File: config.mk
export PLATFORM = sky130hd
export DESIGN_NAME = cmd_card_responder
export DESIGN_NICKNAME = d
export VERILOG_FILES = /design/src/rtl/cmd_card_responder_pkg.sv /design/src/rtl/cmd_card_responder_crc7.sv /design/src/rtl/cmd_card_responder.sv
export SDC_FILE = /design/constraint.sdc
export NUM_CORES = 1
export LEC_CHECK = 0
export ABC_CLOCK_PERIOD_IN_PS = 5850
export CORE_MARGIN = 2
export CORE_UTILIZATION = 35
export DETAILED_ROUTE_END_ITERATION = 12
export PLACE_DENSITY = 0.63
export SLEW_MARGIN = 20
export SYNTH_ARGS = -nofsm -noshare
export SYNTH_HDL_FRONTEND = slang
export SYNTH_SLANG_ARGS = --single-unit
File: constraint.sdc
create_clock -name CLK_SD_card -period 5.85 [get_ports CLK_SD_card]
set_input_delay 0.585 -clock CLK_SD_card [delete_from_list [all_inputs] [get_ports CLK_SD_card]]
set_output_delay 0.585 -clock CLK_SD_card [all_outputs]
set_load 0.01 [all_outputs]
File: src/rtl/cmd_card_responder_pkg.sv
// Shared constants, state encoding and the CRC7 step function for the SD-card
// command responder.
package cmd_card_responder_pkg;

    localparam int         FRAME_LEN   = 48;
    localparam int         PAYLOAD_LEN = 40;
    localparam logic [6:0] CRC7_POLY   = 7'h09;
    localparam logic       START_BIT   = 1'b0;
    localparam logic       END_BIT     = 1'b1;
    localparam logic       TX_BIT_HOST = 1'b1;
    localparam logic       TX_BIT_CARD = 1'b0;

    typedef enum logic [1:0] {
        ST_IDLE,
        ST_RECV,
        ST_WAIT,
        ST_SEND
    } state_t;

    function automatic logic [6:0] crc7_step(input logic [6:0] crc, input logic din);
        logic fb;
        fb = din ^ crc[6];
        return {crc[5:0], 1'b0} ^ (fb ? CRC7_POLY : 7'h00);
    endfunction

endpackage

File: src/rtl/cmd_card_responder_crc7.sv
// Serial CRC7 (x^7+x^3+1, zero seed): one bit per enabled cycle, synchronous
// clear has priority over enable.
module cmd_crc7
    import cmd_card_responder_pkg::*;
(
    input  logic       clk,
    input  logic       reset,
    input  logic       clr,
    input  logic       en,
    input  logic       din,
    output logic [6:0] crc
);

    // NOTE: sequential state is written with non-blocking assignments only, so
    // every flop samples pre-edge values regardless of process ordering.
    always_ff @(posedge clk or posedge reset) begin
        if (reset)
            crc <= '0;
        else if (clr)
            crc <= '0;
        else if (en)
            crc <= crc7_step(crc, din);
    end

endmodule

File: src/rtl/cmd_card_responder.sv
// SD-card CMD-line responder: receives 48-bit command frames and answers with
// an R1-style response NCR cycles later. Define CMD_CARD_CRC_CHECK_EN to check
// the received CRC7.
module cmd_card_responder
    import cmd_card_responder_pkg::*;
#(
    parameter int NCR = 2
) (
    input  logic        CLK_SD_card,
    input  logic        reset,
    input  logic        cmd_in,
    input  logic [31:0] card_status,
    output logic        cmd_out,
    output logic        cmd_oe,
    output logic        cmd_valid,
    output logic [5:0]  cmd_index,
    output logic [31:0] cmd_arg,
    output logic        crc_error,
    output logic        frame_error,
    output logic        busy
);

    state_t      state, state_next;
    logic [5:0]  bit_cnt;
    logic [45:0] rx_sr;
    logic [6:0]  wait_cnt;
    logic [5:0]  tx_cnt;
    logic [39:0] tx_sr;
    logic [6:0]  rx_crc, tx_crc;

    // Frame bits 1..47 as seen on the end-bit edge: [46] transmission bit,
    // [45:40] index, [39:8] argument, [7:1] CRC7, [0] end bit.
    logic [46:0] frame;
    logic        frame_done, frame_bad, crc_bad, accept;

    assign frame      = {rx_sr, cmd_in};
    assign frame_done = (state == ST_RECV) && (bit_cnt == 6'(FRAME_LEN - 1));
    assign frame_bad  = frame_done && ((frame[46] != TX_BIT_HOST) || (frame[0] != END_BIT));

`ifdef CMD_CARD_CRC_CHECK_EN
    assign crc_bad = frame_done && !frame_bad && (frame[7:1] != rx_crc);

    always_ff @(posedge CLK_SD_card or posedge reset) begin
        if (reset)
            crc_error <= 1'b0;
        else
            crc_error <= crc_bad;
    end
`else
    logic crc_unused;
    assign crc_unused = ^{frame[7:1], rx_crc};
    assign crc_bad    = 1'b0;
    assign crc_error  = 1'b0;
`endif

    assign accept = frame_done && !frame_bad && !crc_bad;

    cmd_crc7 u_rx_crc (
        .clk   (CLK_SD_card),
        .reset (reset),
        .clr   (state == ST_IDLE),
        .en    ((state == ST_RECV) && (bit_cnt <= 6'(PAYLOAD_LEN - 1))),
        .din   (cmd_in),
        .crc   (rx_crc)
    );

    // Past the payload the CRC register is fed its own MSB, which zeroes the
    // feedback and turns it into a plain shifter for the CRC field.
    cmd_crc7 u_tx_crc (
        .clk   (CLK_SD_card),
        .reset (reset),
        .clr   (state != ST_SEND),
        .en    ((state == ST_SEND) && (tx_cnt != 6'(FRAME_LEN - 1))),
        .din   (cmd_out),
        .crc   (tx_crc)
    );

    always_ff @(posedge CLK_SD_card or posedge reset) begin
        if (reset)
            state <= ST_IDLE;
        else
            state <= state_next;
    end

    // NOTE: every output of this block gets a default first, so no path leaves
    // a variable unassigned and no latch is inferred.
    always_comb begin
        state_next = state;
        cmd_oe     = 1'b0;
        cmd_out    = 1'b1;
        busy       = (state != ST_IDLE);
        unique case (state)
            ST_IDLE: if (cmd_in == START_BIT) state_next = ST_RECV;
            ST_RECV: begin
                if (frame_done)
                    state_next = (accept && (frame[45:40] != 6'd0)) ? ST_WAIT : ST_IDLE;
            end
            ST_WAIT: if (wait_cnt == 7'(NCR)) state_next = ST_SEND;
            ST_SEND: begin
                cmd_oe = 1'b1;
                if (tx_cnt < 6'(PAYLOAD_LEN))
                    cmd_out = tx_sr[39];
                else if (tx_cnt == 6'(FRAME_LEN - 1))
                    cmd_out = END_BIT;
                else
                    cmd_out = tx_crc[6];
                if (tx_cnt == 6'(FRAME_LEN - 1))
                    state_next = ST_IDLE;
            end
            default: state_next = ST_IDLE;
        endcase
    end

    always_ff @(posedge CLK_SD_card or posedge reset) begin
        if (reset) begin
            bit_cnt     <= '0;
            rx_sr       <= '0;
            wait_cnt    <= '0;
            tx_cnt      <= '0;
            tx_sr       <= '0;
            cmd_valid   <= 1'b0;
            frame_error <= 1'b0;
            cmd_index   <= '0;
            cmd_arg     <= '0;
        end else begin
            cmd_valid   <= accept;
            frame_error <= frame_bad;
            if ((state == ST_IDLE) || (state == ST_RECV))
                rx_sr <= {rx_sr[44:0], cmd_in};
            if (state_next == ST_RECV)
                bit_cnt <= (state == ST_RECV) ? bit_cnt + 6'd1 : 6'd1;
            else
                bit_cnt <= '0;
            wait_cnt <= (state == ST_WAIT) ? wait_cnt + 7'd1 : 7'd0;
            tx_cnt   <= (state == ST_SEND) ? tx_cnt + 6'd1 : 6'd0;
            if (accept) begin
                cmd_index <= frame[45:40];
                cmd_arg   <= frame[39:8];
                tx_sr     <= {START_BIT, TX_BIT_CARD, frame[45:40], card_status};
            end else if (state == ST_SEND) begin
                tx_sr <= {tx_sr[38:0], 1'b0};
            end
        end
    end

endmodule

==> flow_summary_export.csv <==
group,metric,value,unit
clock_network,clkSinkCount,154,
die,dieWidth,138,um
layout,antennaDiodeCount,0,
clock_network,clkTransAtPathRegs,0.06,ns
synthesis,async_flop_share,100,%
critical_path,worstPathCellList,"buf_4, nand2_2, clkinv_1, o21ai_0, clkdlybuf4s50_1",
clock_network,clk_path_buf_depth,2,
layout,nFillCells,1574,
critical_path,critPathArrivalTime,2.49,ns
status,outcome,"completed",
timing,worstMarginPinSlew,0.942,ns
drt,wl_per_cell,14.3,um
drt,via_per_inst,4.78,
die,fp.dieArea,19000,sq um
synthesis,synth_cells,502,
critical_path,endpoint,"cmd_out",
global_route,grt_pass1_vias,4090,
clock_network,cts_root_buffer,"clkbuf_16",
synthesis,ys_types,37,
synthesis,synth.most_common_cell,"dfrtp_1",
clock_network,worstSkewPairLatency,0.41,ns
power_and_ir_drop,p_leak,3.46,nW
layout,drive_gt1_share,18.6,%
power_and_ir_drop,power_per_cell_area,348,nW/um^2
synthesis,syn_nets,541,
clock_network,numCtsBuffers,17,
clock_network,postCtsSetupBuffers,0,
layout,final_area,7880,sq um
global_route,grt.overflow.total,0,
timing,setup_viol,0,
synthesis,synth_area_leaders,"dfrtp_1 (61%), mux2_2 (12%), mux2i_1 (5.7%)",
critical_path,reg2reg_from,"state[1]$_DFF_PP0_",
synthesis,yosys_register_bits,154,
timing,finalCritPeriodShare,52.5,%
die,die_y,138,um
synthesis,synth_top_area_cell,"dfrtp_1",
power_and_ir_drop,total_power,0.00274,W
global_route,grt_max_degree,103,
clock_network,post_cts_resize_count,0,
critical_path,setup.worst_path.start_class,"register",
critical_path,cp_max_fo,55,
critical_path,crit_path_max_incr_delay,0.57,ns
die,coreArea,17400,sq um
power_and_ir_drop,ir_worst_vdd,179,uV
layout,nNetsFinal,616,
flow_run,max_cap_viol_count,0,
drt,finalWirelength,11700,um
synthesis,synth-main-ff-cell,"dfrtp_1",
critical_path,r2r_cells,5,
synthesis,yosys_warnings,0,
place,detailed_place.area,7250,sq um
synthesis,synth-edff-count,0,
timing,grt_setup_unrepaired,"false",
critical_path,crit_required,5.27,ns
place,dp_hpwl,7400,um
timing,final.setup.tns,0,ns
die,rows,48,
synthesis,ys_seq_area_share,61.4,%
critical_path,worstSetupEndpointType,"output port",
timing,slew_violations,0,
drt,initialDrtViolationCount,175,
timing,relSlewSlack,36.4,%
drt,route.vias.total,3894,
timing,hold_ws,0.478,ns
layout,multiInputGateArea,2250,sq um
die,start_util,36.1,%
critical_path,slowest_stage,"clkdlybuf4s50_1",
layout,register_area,3850,sq um
critical_path,startpoint,"state[1]$_DFF_PP0_",
clock_network,cts_tree,"yes",
timing,hold_violations,0,
synthesis,synthesis.area,6280,sq um
timing,fmax,326,MHz
drt,drc_errors,0,
global_route,grt_pass1_wl,19900,um
die,io_pins,79,
layout,syn_to_final_growth,25.4,%
place,gp_congestion,0.731,
global_route,antenna_found_initial,0,
critical_path,reg2reg_slack,3.48,ns
clock_network,cts_max_level,4,
clock_network,ctsHoldBuffers,0,
worst_hold_path,hold_path_class,"register to register",
drt,drtAntennaViolNets,0,
timing,layout_setup_ws,2.78,ns
timing,fin_skew,0.00771,ns
critical_path,critPathKind,"register to output port",
synthesis,synth_top_area_share,61.4,%
place,numPortBuffers,77,
critical_path,reg2reg_to,"cmd_arg[23]$_DFFE_PP0N_",
drt,drtPass1Iterations,4,
synthesis,synth.avg_cell_area,12.5,sq um
synthesis,netlist_top_cells_count,"dfrtp_1 (154), mux2_2 (69), nand2_1 (61)",
global_route,track_usage,13.4,%
place,pre_cts_slack,2.76,ns
timing,fin_crit,3.07,ns
==> sequential cells by signal (all words and copies together), names as in the netlist <==
signal        count
tx_cnt            6
wait_cnt          7
cmd_index         6
frame_error       1
u_tx_crc.crc      7
cmd_arg          32
cmd_valid         1
tx_sr            40
bit_cnt           6
state             2
rx_sr            46
==> through the flow <==
step	instances	utilization (%)
after floorplan	502	-
after global routing	815	45.2
final	815	45.2
after CTS	814	45.2
after global placement	782	41.6
after detailed placement	782	41.6
==> power breakdown <==
group | switching [W] | total (W) | leakage [nW] | internal (W)
Combinational | 0.000152 | 0.000327 | 1.27 | 0.000176
Clock | 0.000417 | 0.00114 | 0.288 | 0.000722
Sequential | 0.0000826 | 0.00128 | 1.90 | 0.00119
Total | 0.000651 | 0.00274 | 3.46 | 0.00209
==> metal layers <==
metal  GRT usage, %  routed length [um]  vias up
met5              0                   0        -
met3           4.28                 572       17
met4           5.16                 199        0
met1           17.7                5340     1937
met2           20.6                5550       73
li1               -                   -     1867
==> critical path, delay by kind of cell, from the launching register on <==
kind	cells	cell delay (ns)
buffers and inverters	3	1.33
DFF	1	0.38
AOI/OAI and AO/OA	1	0.21
and+or+nand+nor	1	0.15
==> how the worst min path moves through the flow <==
| stage | slack (ns) | to | depth (start not counted) | start |
|---|---|---|---|---|
| finish | 0.48 | tx_cnt[0]$_DFF_PP0_ | 1 | tx_cnt[0]$_DFF_PP0_ |
| global route | 0.49 | tx_cnt[0]$_DFF_PP0_ | 1 | tx_cnt[0]$_DFF_PP0_ |
| CTS | 0.48 | tx_cnt[0]$_DFF_PP0_ | 1 | tx_cnt[0]$_DFF_PP0_ |
| detailed placement | 0.47 | tx_cnt[0]$_DFF_PP0_ | 1 | tx_cnt[0]$_DFF_PP0_ |
| global placement | 0.45 | tx_cnt[0]$_DFF_PP0_ | 1 | tx_cnt[0]$_DFF_PP0_ |
| floorplan | 0.43 | tx_cnt[0]$_DFF_PP0_ | 1 | tx_cnt[0]$_DFF_PP0_ |
==> cell usage in the layout, fill, tap and decap left out, types with 3 or more instances in the layout <==
cell and n:
clkinvlp_4 5, inv_1 11, nand2_1 61, nand2b_1 3, clkbuf_16 17, mux2_2 69
clkdlybuf4s50_1 77, xor2_1 8, mux2_1 9, a21oi_1 12, bufinv_16 4, nand3_1 7
buf_4 4, mux2i_1 36, nor2_1 22, dfrtp_1 153, ha_1 4, o21ai_1 5
o21ai_0 45, clkinv_2 3, xnor2_1 5
==> kinds of logic (layout without fill, tap and decap cells) <==
group,count (synthesis),count (layout),synth area share (%)
compound gates,69,69,5.80
xor+xnor,13,13,1.81
fa+ha+maj,4,4,0.797
buf+inv,39,127,2.87
flops,154,154,61.4
mux,114,114,19.7
other cells,1,1,0.0597
simple gates,108,108,7.57
==> layout make-up <==
cell class / instances / area share (%)
well taps: 225 / 3.57
repair buffers: 82 / 10.4
clock inverters: 12 / 2.19
flip-flops and latches: 154 / 48.9
clock buffers: 20 / 5.67
multi-input cells: 309 / 28.5
inverters: 13 / 0.683
(Power assumes the default switching activity.)
